File: config.mk
export PLATFORM = sky130hd
export DESIGN_NAME = cascaded_alu_pipe
export DESIGN_NICKNAME = d
export VERILOG_FILES = /design/src/rtl/cascaded_alu_pkg.sv /design/src/rtl/cascaded_alu_opq.sv /design/src/rtl/cascaded_alu_pipe.sv
export SDC_FILE = /design/constraint.sdc
export NUM_CORES = 1
export LEC_CHECK = 0
export ABC_CLOCK_PERIOD_IN_PS = 4630
export CAP_MARGIN = 25
export CORE_UTILIZATION = 55
export CTS_CLUSTER_DIAMETER = 150
export DETAILED_ROUTE_END_ITERATION = 8
export PLACE_DENSITY = 0.74
export SLEW_MARGIN = 20
export SYNTH_ARGS = -nofsm -noshare
export SYNTH_HDL_FRONTEND = slang
export SYNTH_SLANG_ARGS = --single-unit
File: constraint.sdc
create_clock -name clk -period 4.63 [get_ports clk]
set_input_delay 1.1575 -clock clk [delete_from_list [all_inputs] [get_ports clk]]
set_output_delay 1.1575 -clock clk [all_outputs]
set_load 0.1 [all_outputs]
File: src/rtl/cascaded_alu_pkg.sv
// Shared types for the queued cascaded ALU: opcodes, FSM states and the op-queue entry.
package cascaded_alu_pkg;

    localparam int DATA_WIDTH   = 8;
    localparam int RESULT_WIDTH = 2*DATA_WIDTH;

    typedef enum logic [2:0] {
        OP_NOP = 3'b000,
        OP_ADD = 3'b001,
        OP_AND = 3'b010,
        OP_XOR = 3'b011,
        OP_MUL = 3'b100,
        OP_SUB = 3'b101,
        OP_MAX = 3'b110,
        OP_CLR = 3'b111
    } op_t;

    typedef enum logic [1:0] {
        IDLE,
        EXEC1,
        EXECM
    } state_t;

    typedef struct packed {
        logic [DATA_WIDTH-1:0] a;
        logic [DATA_WIDTH-1:0] b;
        op_t                   op;
        logic                  chain;
    } opq_entry_t;

endpackage

File: src/rtl/cascaded_alu_opq.sv
// In-order op queue: synchronous FIFO with wrap-around pointers and an extra lap bit.
module cascaded_alu_opq
    import cascaded_alu_pkg::*;
#(
    parameter int  QDEPTH  = 4,
    parameter type entry_t = opq_entry_t
) (
    input  logic                      clk,
    input  logic                      rst,
    input  logic                      push,
    input  entry_t                    din,
    input  logic                      pop,
    output entry_t                    dout,
    output logic                      empty,
    output logic                      full,
    output logic [$clog2(QDEPTH):0]   count
);

    localparam int AW = $clog2(QDEPTH);

    entry_t      mem [QDEPTH];
    logic [AW:0] wr_ptr;
    logic [AW:0] rd_ptr;
    logic        do_push;
    logic        do_pop;

    assign empty   = (wr_ptr == rd_ptr);
    assign full    = (wr_ptr[AW] != rd_ptr[AW]) && (wr_ptr[AW-1:0] == rd_ptr[AW-1:0]);
    assign count   = wr_ptr - rd_ptr;
    assign do_push = push && !full;
    assign do_pop  = pop && !empty;
    assign dout    = mem[rd_ptr[AW-1:0]];

    always_ff @(posedge clk) begin
        if (rst) begin
            wr_ptr <= '0;
            rd_ptr <= '0;
        end else begin
            if (do_push) wr_ptr <= wr_ptr + (AW+1)'(1);
            if (do_pop)  rd_ptr <= rd_ptr + (AW+1)'(1);
        end
    end

    // Storage carries no reset; validity is tracked by the pointers alone.
    always_ff @(posedge clk) begin
        if (do_push && !rst) mem[wr_ptr[AW-1:0]] <= din;
    end

endmodule

File: src/rtl/cascaded_alu_pipe.sv
// Queued cascaded ALU: ops enter a FIFO, a small FSM pops and executes them in order.
module cascaded_alu_pipe
    import cascaded_alu_pkg::*;
#(
    parameter int DATA_WIDTH   = cascaded_alu_pkg::DATA_WIDTH,
    parameter int RESULT_WIDTH = 2*DATA_WIDTH,
    parameter int MUL_LATENCY  = 3,
    parameter int QDEPTH       = 4
) (
    input  logic                    clk,
    input  logic                    rst,
    input  logic                    start_op,
    output logic                    ready,
    input  logic [DATA_WIDTH-1:0]   A,
    input  logic [DATA_WIDTH-1:0]   B,
    input  logic [2:0]              op_sel,
    input  logic                    chain,
    output logic [RESULT_WIDTH-1:0] result,
    output logic                    end_op,
    output logic                    chain_trunc,
    output logic                    busy
);

    localparam int DW  = DATA_WIDTH;
    localparam int RW  = RESULT_WIDTH;
    localparam int QAW = $clog2(QDEPTH);
    localparam int CW  = (MUL_LATENCY > 1) ? $clog2(MUL_LATENCY) : 1;

    typedef struct packed {
        logic [DW-1:0] a;
        logic [DW-1:0] b;
        op_t           op;
        logic          chain;
    } entry_t;

    entry_t        push_entry;
    entry_t        head;
    entry_t        cur;
    logic          q_empty;
    logic          q_full;
    logic [QAW:0]  q_count;
    logic [QAW:0]  count_next;
    logic          push;
    logic          pop;
    logic          done;
    state_t        state;
    state_t        state_next;
    logic [CW-1:0] cnt;
    logic [RW-1:0] a_x;
    logic [RW-1:0] b_x;
    logic [RW-1:0] alu_out;

    assign push_entry = '{a: A, b: B, op: op_t'(op_sel), chain: chain};
    assign push       = start_op && ready;
    assign done       = (state == EXEC1) || ((state == EXECM) && (cnt == '0));
    assign pop        = !q_empty && ((state == IDLE) || done);
    assign count_next = q_count + (QAW+1)'(push) - (QAW+1)'(pop);
    assign busy       = (state != IDLE) || !q_empty;

    cascaded_alu_opq #(
        .QDEPTH  (QDEPTH),
        .entry_t (entry_t)
    ) u_opq (
        .clk   (clk),
        .rst   (rst),
        .push  (push),
        .din   (push_entry),
        .pop   (pop),
        .dout  (head),
        .empty (q_empty),
        .full  (q_full),
        .count (q_count)
    );

    always_comb begin
        state_next = state;
        if (pop) begin
            case (head.op)
                OP_MUL:  state_next = EXECM;
                OP_NOP:  state_next = IDLE;
                default: state_next = EXEC1;
            endcase
        end else if (done) begin
            state_next = IDLE;
        end
    end

    // Chained A reads the result register at execute time, so it sees the op retired on the pop edge.
    always_comb begin
        a_x = cur.chain ? RW'(result[DW-1:0]) : RW'(cur.a);
        b_x = RW'(cur.b);
        case (cur.op)
            OP_ADD:  alu_out = a_x + b_x;
            OP_SUB:  alu_out = a_x - b_x;
            OP_AND:  alu_out = a_x & b_x;
            OP_XOR:  alu_out = a_x ^ b_x;
            OP_MAX:  alu_out = (a_x > b_x) ? a_x : b_x;
            OP_MUL:  alu_out = a_x * b_x;
            default: alu_out = '0;
        endcase
    end

    always_ff @(posedge clk) begin
        if (rst) begin
            state       <= IDLE;
            cnt         <= '0;
            cur         <= '0;
            result      <= '0;
            end_op      <= 1'b0;
            chain_trunc <= 1'b0;
            ready       <= 1'b0;
        end else begin
            state       <= state_next;
            ready       <= (count_next != (QAW+1)'(QDEPTH));
            end_op      <= done;
            chain_trunc <= done && cur.chain && (cur.op != OP_CLR) && (|result[RW-1:DW]);
            if (done) result <= alu_out;
            if (pop) begin
                cur <= head;
                if (head.op == OP_MUL) cnt <= CW'(MUL_LATENCY-1);
            end else if ((state == EXECM) && (cnt != '0)) begin
                cnt <= cnt - CW'(1);
            end
        end
    end

endmodule

==> flow_metrics.py, run 1 <==
metrics = {
    "floorplan": {
        "num_rows": 44,
        "start_util_pct": 57.1,
        "io_pins": 43,
        "fp.coreArea_um2": 14700,
        "die_area_um2": 15800,
        "die_h_um": 126,
        "die_w_um": 126,
    },
    "detailed_routing": {
        "drc": 0,
        "totalWireLength_mm": 21.5,
        "num_vias": 6485,
        "drtPass1Iterations": 5,
        "vias_per_cell": 6.07,
        "drtIter0Drc": 491,
        "ant_nets": 0,
        "avgRoutedWirePerCell_um": 20.1,
    },
    "cts": {
        "cts_root_buf": "clkbuf_16",
        "clk_pin_slew_worst_paths_ns": 0.07,
        "hold_buffers": 0,
        "numCtsBuffers": 17,
        "htree_levels": 4,
        "cts_tree": "done",
        "clock_latency_ns": 0.43,
        "numClockSinks": 131,
        "clock_path_buffers": 2,
    },
    "cells_and_area": {
        "final_cells": 1069,
        "drive_gt1_share_pct": 18.9,
        "nets": 996,
        "syn_to_final_growth_pct": 20.7,
        "mostFrequentLayoutCells": "85 x nand2_1, 80 x edfxtp_1, 73 x inv_1",
        "layout_commonest_cell": "nand2_1",
        "antenna_cells": 0,
    },
    "logic_synthesis": {
        "ys_ff_latch": 131,
        "synthArstFlopShare_pct": 0,
        "synth_nets": 913,
        "synthFlopType": "edfxtp_1",
        "synth_edf_count": 80,
        "netlist_area_um2": 8400,
        "synthCells": 789,
        "yosysSeqAreaShare_pct": 40.8,
        "postSynthAreaPerCell_um2": 10.6,
        "synth_cell_type_count": 70,
        "yosysWarnings": 0,
    },
    "worst_hold_path": {
        "min-delay-start": "cur[14]",
        "whs_endpoint": "cur[14]",
        "hp-class": "reg -> reg",
        "worstHoldPathCells": 2,
    },
    "worst_setup_path": {
        "crit_path_frequent_cell": "fa_1",
        "worstPathRequired_ns": 4.93,
        "cp_slowest_cell": "fa_1",
        "reg2reg_slack_ns": 0.03,
        "cp.buffers_inverters": 6,
        "crit_chain": "buf_6 > mux2_4 > buf_6 > nand2_2 > fa_1 > fa_1 > inv_1 > fa_1 > inv_1 > fa_1 > inv_1 > ha_2 > and3_4 > nand2_4 > o22ai_4 > buf_6 > o221ai_2 > xnor2_1 > o22ai_1",
        "crit_family": "adder cells",
        "critPathMaxStageDelay_ns": 0.53,
        "r2r_end": "result[15]",
        "worstSetupStartpointType": "register",
        "crit_path_end_kind": "register",
        "r2r_start": "cur[0]",
        "reg2regPathDepth": 19,
        "arrival_ns": 4.90,
        "criticalPathCategory": "reg -> reg",
        "path_max_fanout": 5,
    },
    "timing": {
        "skew_ns": 0.0127,
        "rsz0062_at_grt": "true",
        "slew_headroom_pct": 30.6,
        "final-setup-viol-count": 0,
        "hold_ws_ns": 0.470,
        "worst_slew_pin_slew_ns": 1.04,
        "clock.fmax_ghz": 0.217,
        "period_needed_ns": 4.60,
        "finalCritPeriodShare_pct": 99.4,
        "hold_viol_final": 0,
        "slew_violations": 0,
    },
    "job": {
        "max-cap-violations": 0,
    },
    "grt": {
        "first_global_vias": 6320,
        "grt_antenna_before_repair": 0,
        "grt_overflow": 0,
        "track_usage_pct": 28.1,
        "grt_max_degree": 39,
        "grt_pass1_wl_mm": 33.1,
    },
    "status": {
        "outcome": "finished, final reports clean",
    },
    "place": {
        "gp_congestion": 0.964,
        "portBuffers": 42,
        "place_hpwl_mm": 15.5,
        "placed_cells": 1027,
    },
    "power": {
        "ir_drop_mv": 0.444,
        "leakagePower_nw": 4.09,
        "power.density_nw_per_um2": 681,
        "p_total_mw": 6.90,
    },
}
==> cells by family after synthesis <==
kind of cell               after synthesis  synth area share (%)
adders and majority gates              101                  18.6
xor gates and xnor gates                21                  2.19
DFF                                    131                  40.8
muxes                                   34                  7.05
buffers and inverters                  111                  5.44
AOI/OAI and AO/OA                      151                  12.5
and+or+nand+nor                        240                  13.5
==> layer usage <==
layer / share of wire [%] / global-route usage, %
met1: 41 / 35.7
met2: 50 / 46.9
met3: 5.9 / 5.31
met4: 3.7 / 12.4
met5: 0 / 0
==> state kept, by name, indices dropped and copies added, names as in the netlist, named ones only <==
register	count
cur	12
state	2
result	16
b_x	8
chain_trunc	1
u_opq.mem	80
ready	1
cnt	2
u_opq.rd_ptr	3
u_opq.wr_ptr	3
end_op	1
==> power breakdown <==
group / internal, mW / switching [mW] / total (mW) / leakage, nW
logic: 1.55 / 2.33 / 3.88 / 2.66
registers: 1.40 / 0.269 / 1.67 / 1.14
clock network: 0.807 / 0.547 / 1.35 / 0.292
==> repair_timing <==
item	4_1_cts	5_1_grt
pin swaps	6	18
endpoints found under the setup margin	6	10
setup buffers	2	8
gates resized for setup	8	37
==> worst min-delay path, cell delays in order, from the launching register on <==
cell,delay [ns]
dfxtp_1,0.31
nand2_1,0.06
a21oi_1,0.06
==> worst max path at each step <==
stage,startpoint,to,slack [ns],depth (start not counted)
after floorplan,cur[0],result[15],0.002,18
after global placement,cur[0],result[13],0.05,16
after detailed placement,cur[0],result[13],-0.04,17
after CTS,cur[0],result[13],0.006,18
after global routing,cur[0],result[15],-0.10,20
final,cur[0],result[15],0.03,19
==> metrics by stage <==
step                      utilization [%]  area, um2  setup WS [ns]  setup TNS, ns
after CTS                            67.5       9920        0.00641              0
after floorplan                         -       8450        0.00168              0
after global placement               62.9       9250         0.0467              0
after global routing                 68.9      10100         -0.100         -0.107
after detailed placement             63.0       9260        -0.0363        -0.0903
final                                68.9      10100         0.0292              0
==> cell usage after synthesis (6+ instances only) <==
library cell / n / area share (%)
a211oi_1: 6 / 0.54
a21o_1: 13 / 1.2
a21oi_1: 53 / 3.2
a221oi_1: 8 / 0.83
and2_1: 13 / 0.97
buf_2: 14 / 0.83
clkbuf_1: 10 / 0.45
dfxtp_1: 51 / 12
edfxtp_1: 80 / 29
fa_1: 40 / 9.5
ha_1: 61 / 9.1
inv_1: 79 / 3.5
mux2i_1: 13 / 1.5
mux4_2: 20 / 5.4
nand2_1: 90 / 4.0
nand3_1: 19 / 1.1
nor2_1: 66 / 2.9
nor2b_1: 11 / 0.82
o21ai_0: 14 / 0.83
o22ai_1: 7 / 0.52
xnor2_1: 13 / 1.4
xor2_1: 8 / 0.83
==> layout make-up <==
type	instances	area, um2
well taps	184	230
flip-flops and latches	131	3440
fillers	1079	4560
clock inverters	15	171
repair buffers	93	825
multi-input cells	547	4730
clock buffers	17	425
inverters	82	312
No activity file was read; power rests on OpenSTA's default activity.
==> run 2, diff against run 1 <==
ABC_CLOCK_PERIOD_IN_PS = default   (was 4630)
==> results of run 2 <==
Same layout as run 1: the final DEF is identical, and so are final timing and power.
